File: src/rtl/router_ack_credit_bank.sv
// Per-VC credit bank: tracks free downstream buffer slots, gates flit sends
// and records sticky overflow/underflow protocol errors.
module router_ack_credit_bank #(
    parameter int NUM_VC   = 4,
    parameter int DEPTH    = 4,
    parameter int ACK_PIPE = 1,
    parameter int CW       = $clog2(DEPTH + 1),
    parameter int VCW      = (NUM_VC > 1) ? $clog2(NUM_VC) : 1
) (
    input  logic                 clk,
    input  logic                 reset,
    input  logic [NUM_VC-1:0]    ack_in,
    input  logic                 send_valid,
    input  logic [VCW-1:0]       send_vc,
    output logic                 send_accept,
    output logic [NUM_VC-1:0]    vc_avail,
    output logic [NUM_VC*CW-1:0] credit_cnt,
    output logic                 err_ovf,
    output logic                 err_udf,
    input  logic                 clear_err
);

    logic [CW-1:0]     credit     [NUM_VC];
    logic [CW-1:0]     credit_nxt [NUM_VC];
    logic [NUM_VC-1:0] ack_eff;
    logic              vc_ok;
    logic              sel_nz;
    logic              sel_hit;
    logic              ovf_hit;
    logic              udf_hit;

    generate
        if (ACK_PIPE == 0) begin : g_no_pipe
            assign ack_eff = ack_in;
        end else begin : g_pipe
            logic [NUM_VC-1:0] stage [ACK_PIPE];
            always_ff @(posedge clk or posedge reset) begin
                if (reset) begin
                    for (int k = 0; k < ACK_PIPE; k++) stage[k] <= '0;
                end else begin
                    stage[0] <= ack_in;
                    for (int k = 1; k < ACK_PIPE; k++) stage[k] <= stage[k-1];
                end
            end
            assign ack_eff = stage[ACK_PIPE-1];
        end
    endgenerate

    // Handshake: a send transfers in any cycle where send_valid && send_accept
    // at the rising edge; send_accept never depends on credit returned that edge.
    always_comb begin
        vc_ok  = 32'(send_vc) < NUM_VC;
        sel_nz = 1'b0;
        for (int i = 0; i < NUM_VC; i++) begin
            if (send_vc == VCW'(i)) sel_nz = (credit[i] != '0);
        end
        send_accept = send_valid && vc_ok && sel_nz;
        udf_hit     = send_valid && !send_accept;
    end

    // An ack and a send on the same VC cancel, so a full VC does not overflow.
    always_comb begin
        ovf_hit = 1'b0;
        sel_hit = 1'b0;
        for (int i = 0; i < NUM_VC; i++) begin
            sel_hit       = send_accept && (send_vc == VCW'(i));
            credit_nxt[i] = credit[i];
            if (ack_eff[i] && !sel_hit) begin
                if (credit[i] == CW'(DEPTH)) ovf_hit = 1'b1;
                else                         credit_nxt[i] = credit[i] + CW'(1);
            end else if (!ack_eff[i] && sel_hit) begin
                credit_nxt[i] = credit[i] - CW'(1);
            end
        end
    end

    always_ff @(posedge clk or posedge reset) begin
        if (reset) begin
            for (int i = 0; i < NUM_VC; i++) credit[i] <= CW'(DEPTH);
            vc_avail <= '1;
            err_ovf  <= 1'b0;
            err_udf  <= 1'b0;
        end else begin
            for (int i = 0; i < NUM_VC; i++) begin
                credit[i]   <= credit_nxt[i];
                vc_avail[i] <= (credit_nxt[i] != '0);
            end
            err_ovf <= ovf_hit | (err_ovf & ~clear_err);
            err_udf <= udf_hit | (err_udf & ~clear_err);
        end
    end

    generate
        for (genvar g = 0; g < NUM_VC; g++) begin : g_cnt
            assign credit_cnt[g*CW +: CW] = credit[g];
        end
    endgenerate

endmodule
File: config.mk
export PLATFORM = sky130hd
export DESIGN_NAME = router_ack_credit_bank
export DESIGN_NICKNAME = d
export VERILOG_FILES = /design/src/rtl/router_ack_credit_bank.sv
export SDC_FILE = /design/constraint.sdc
export NUM_CORES = 1
export LEC_CHECK = 0
export CORE_UTILIZATION = 35
export CTS_CLUSTER_DIAMETER = 100
export CTS_CLUSTER_SIZE = 25
export DETAILED_ROUTE_END_ITERATION = 8
export PLACE_DENSITY = 0.67
export SLEW_MARGIN = 20
export SYNTH_ARGS = -nofsm -noshare
export SYNTH_HDL_FRONTEND = slang
export SYNTH_SLANG_ARGS = --single-unit
File: constraint.sdc
create_clock -name clk -period 6.05 [get_ports clk]
set_input_delay 1.815 -clock clk [delete_from_list [all_inputs] [get_ports clk]]
set_output_delay 1.815 -clock clk [all_outputs]
set_load 0.01 [all_outputs]
Yosys cells after proc, flatten, opt, wreduce, memory -nomap -nowiden. Index checks and enable logic that the tools add are counted.

Mux-type cells: 24. $add $sub $neg: 8. Reduce and logical (&&, ||, !) cells: 32. Equal/unequal tests: 7. Bitwise gates (word level): 5.

Operators with widths (count): two-way mux 3 bit (12); nonzero test 3 bit (8); logical AND 1 bit (14); adder 3 x 1 -> 3 bit, second input constant (4); == test 3 bit, second input constant (4); two-way mux 1 bit (12); subtractor 3 x 1 -> 3 bit, second input constant (4); zero test 1 bit (9); == test 2 bit, second input constant (2); AND 1 bit (2); == test 2 x 1 -> 1 bit, second input constant (1); zero test 2 bit (1); bitwise OR 1 bit (2); inverter 1 bit (1).

Word-level logic and storage cells: 84. Output and inout bits: 19. Bits in registers: 22. Input port bits: 10.

Longest topological paths before layout.
Depth after elaboration: 17. Mapped depth: 6. Mapped depth without buffers: 6.

Least setup slack after synthesis. OpenSTA, ideal clock, no wires.

Path type: input to output. Start point: in send_vc[1]. End point: out send_accept. Required time: 4.235 ns. Arrival: 2.689 ns. Setup slack: 1.546 ns. Stages: 3. Buffers on the path: 1. Cells stage by stage: buf_2 > mux4_2 > nor2b_1.

Cells in the longest elaborated chain, start to end: 6.

Ends and longest elaborated chain: start: declaration (line 14) `input logic [VCW-1:0] send_vc,`; zero test 2 bit (line 55) `if (send_vc == VCW'(i)) sel_nz = (credit[i] != '0);`; two-way mux 1 bit (3 in series) (line 55); two-way mux 1 bit * (line 55); logical AND 1 bit * (line 57) `send_accept = send_valid && vc_ok && sel_nz;`; end: declaration (line 15) `output logic send_accept,`.

Every way passes the cells marked *; elsewhere a longest branch is shown, timed or not.

Worst setup path in the final report.
Start point: in send_vc[0]. End point: out send_accept.

The elaborated chain is that of the path after synthesis.

==> summary.txt <==
Status
  – Status: finished clean

Power and ir drop
  – Overall power: a little under 0.9 mW
  – Highest ir drop seen on vdd: 0.1580 mV
  – Clock share of power: between 10% and 20%
  – Combinational power share: between 50% and 60%
  – Register share of total power: 33.3%
  – P_leak: 0.7617 nW
  – Power per cell area: 461.6 nW/um2
  – Switch share: ~40%
  – Internal power: between 0.5 and 0.6 mW
  – Switch Pwr: roughly 0.34 mW

STA
  – Skew final: approximately 0.0011 ns
  – Max Clk Rate: around 190 MHz
  – Final-report hold violation count: 0
  – Worst-margin pin slew: about 0.83 ns
  – Final period util: between 80% and 90%
  – RSZ-0062 raised after global routing: false
  – Final setup vio count: 0
  – Setup_tns: 0 ns
  – Final Max Tran Viols: 0
  – Min cycle time layout: about 5.4 ns
  – Hold Slack: 0.5290 ns
  – Slew HR: roughly 45%

Floorplan
  – Die Height: approximately 68 um
  – Core region area: 4086 um2
  – Die area: 4614 um2
  – # IOs: 29
  – Die width: 67.93 um
  – FP Rows: 23
  – Initial core utilization: between 30% and 40%

Final layout
  – Final core area utilization: between 40 and 50%
  – Final net count: around 210
  – Area Overhead vs Synth: 23.93%
  – Antenna cell count: 0
  – Layout cell share with drive strength beyond 1: 9.392%

CTS
  – Reg clk slew, reported paths: 0.07 ns
  – Worst-Skew Late Latency: roughly 0.25 ns
  – Clock Path Buffers: 2
  – Hold buffers post-CTS: 0
  – CTS H-Tree Depth: 1
  – Clock Tree Root: clkbuf_8
  – Clk sinks: 22
  – CTS Buf Count: 3
  – Cts repair resizes: 0
  – TritonCTS clock tree: done
  – Postcts setup bufs: 0

Placement
  – Placer Congestion: 0.8277
  – PortBufs: 28
  – Final HPWL DP: approximately 2.5 mm

Logic synthesis
  – Xor/xnor share of the synthesized area: ~3.5%
  – Main synth FF type: dfrtp_1
  – Post-Synth Simple-Gate Area: between 20% and 30%
  – Post-Syn Area: approximately 1500 um2
  – Main combinational cell family by area after synthesis: simple AND/OR/NAND/NOR gates
  – Synth Area in Adders: between 9 and 10%
  – Area contributors post-synth: dfrtp_1 (23%), dfstp_2 (14%), ha_1 (9.9%)
  – Post-Synthesis Cells: approximately 160
  – Yosys warns: 0
  – Post-synthesis compound-gate area fraction: ~19%
  – Syn Area/Cell: 9.816 um2
  – Mux contribution to synthesized area: under 10%
  – Synthesized Nets: between 150 and 200
  – Yosys top cell area share: a little under a quarter
  – Seq cells post-synth: 22
  – Post-synth EDFFs: 0
  – Sequential-to-total area share from yosys stat: 36.84%
  – FFs w/ async S/R, synth: 100.0%
  – Cell accounting for the most synthesized area: dfrtp_1
  – Yosys cell types: between 40 and 50

Critical path
  – CP endpoint kind: output port
  – Critical path arrival: 3.55 ns
  – CP Launch Type: input port
  – R2R cell count: 6
  – Critical path type: in -> out
  – Worst EP required: between 4 and 5 ns
  – CP Max Fanout: 12
  – Setup slack, reg-to-reg: 3.98 ns

Routing
  – Drt wl/cell: around 14 um
  – Detailed Route WL: 3.202 mm
  – Drt drc: 0
  – Starting DRC count in detailed routing: 31
  – DR vias: approximately 1,300
  – Antenna Nets Post-Route: 0
  – DRT Pass-1 Iters: 4
  – Vias per cell: about 5.5

GRT
  – GR Overflow Total: 0
  – Tot GR Track Use: around 16%
  – First-pass GRT wire length: 5.506 mm
  – Pin count of the biggest net entering global routing: 23
  – Initial antenna violation count: 0
  – Vias in the first global route: 1,240

Run
  – # Max-Cap Violations: 0

Hold path
  – Worst min-delay path class: reg -> reg
  – Worst hold path cell count: 2
worst paths after layout:
path | from | endpoint
max | send_vc[0] | send_accept
min | err_udf | err_udf
max reg2reg | credit_cnt[7] | vc_avail[2]
min reg2reg | err_udf | err_udf
max in group asynchronous | reset | credit_cnt[4]
min in group asynchronous | reset | ack_eff[1]
routing by layer:
layer,GRT usage [%],share of wire [%]
met1,19.75,45
met3,2.833,4.2
met4,5.469,0.53
met5,0,0
met2,27.21,51
power groups by stage:
stage | sequential [mW] | combinational (mW) | clock (mW)
floorplan | 0.306 | 0.283 | 0
global placement | 0.289 | 0.479 | 0
detailed placement | 0.292 | 0.493 | 0
CTS | 0.290 | 0.497 | 0.0929
global route | 0.302 | 0.552 | 0.100
finish | 0.289 | 0.493 | 0.0881
worst max-delay path, cell delays in order:
cell	delay, ns
clkdlybuf4s50_1	0.67
mux4_2	0.37
nor2b_1	0.14
clkdlybuf4s50_1	0.55
layout by cell type (no fill, tap or decap), types with 3 or more instances in the layout:
cell              n
o21ai_0           7
nand3b_1          3
or3_1             6
nand2b_1          3
nor2_1            4
dfstp_2           8
inv_1            14
xnor2_1           6
nand4_1           6
ha_1             12
dfrtp_1          14
nand3_1           5
clkbuf_8          3
nor2b_1           5
nand2_1           7
o211ai_1          4
clkdlybuf4s50_1  28
nor4b_1           3
and2_1            3
sequential cells by signal, indices dropped and copies added, names as in the netlist:
name	flops
ack_eff	4
credit_cnt	12
vc_avail	4
err_ovf	1
err_udf	1
logic make-up (layout without fill, tap and decap cells):
| kind of cell | after synthesis | in the layout |
|---|---|---|
| AND/OR/NAND/NOR | 58 | 58 |
| AO/OA/AOI/OAI | 36 | 36 |
| flip-flops | 22 | 22 |
| buffers and inverters | 20 | 46 |
| adder cells (fa/ha/maj) | 12 | 12 |
| XOR/XNOR | 6 | 6 |
| multiplexers | 1 | 1 |
Yosys cell counts, types with 3 or more instances:
| cell type | number |
|---|---|
| dfrtp_1 | 14 |
| nand2b_1 | 3 |
| buf_2 | 4 |
| o211ai_1 | 4 |
| o21ai_0 | 7 |
| nor4b_1 | 3 |
| nand3_1 | 5 |
| nand2_1 | 7 |
| dfstp_2 | 8 |
| nand4_1 | 6 |
| ha_1 | 12 |
| xnor2_1 | 6 |
| nor2_1 | 4 |
| and2_1 | 3 |
| nor2b_1 | 5 |
| nand3b_1 | 3 |
| or3_1 | 6 |
| inv_1 | 14 |
final cells by class:
| class | instances | area (um2) |
|---|---|---|
| Clock buffer | 3 | 41.29 |
| Fill cell | 390 | 2201 |
| Inverter | 14 | 52.55 |
| Multi-Input combinational cell | 113 | 880.8 |
| Sequential cell | 22 | 560.5 |
| Tap cell | 50 | 62.56 |
| Timing Repair Buffer | 29 | 287.8 |
stage by stage:
stage                     cells  setup WS (ns)  cell area (um2)
after detailed placement    228         0.6677             1844
after global placement      228         0.6462             1844
after global routing        231         0.5944             1886
after floorplan             155          1.546             1521
final                       231         0.6838             1886
after CTS                   231         0.6677             1886
(Power assumes the default switching activity.)
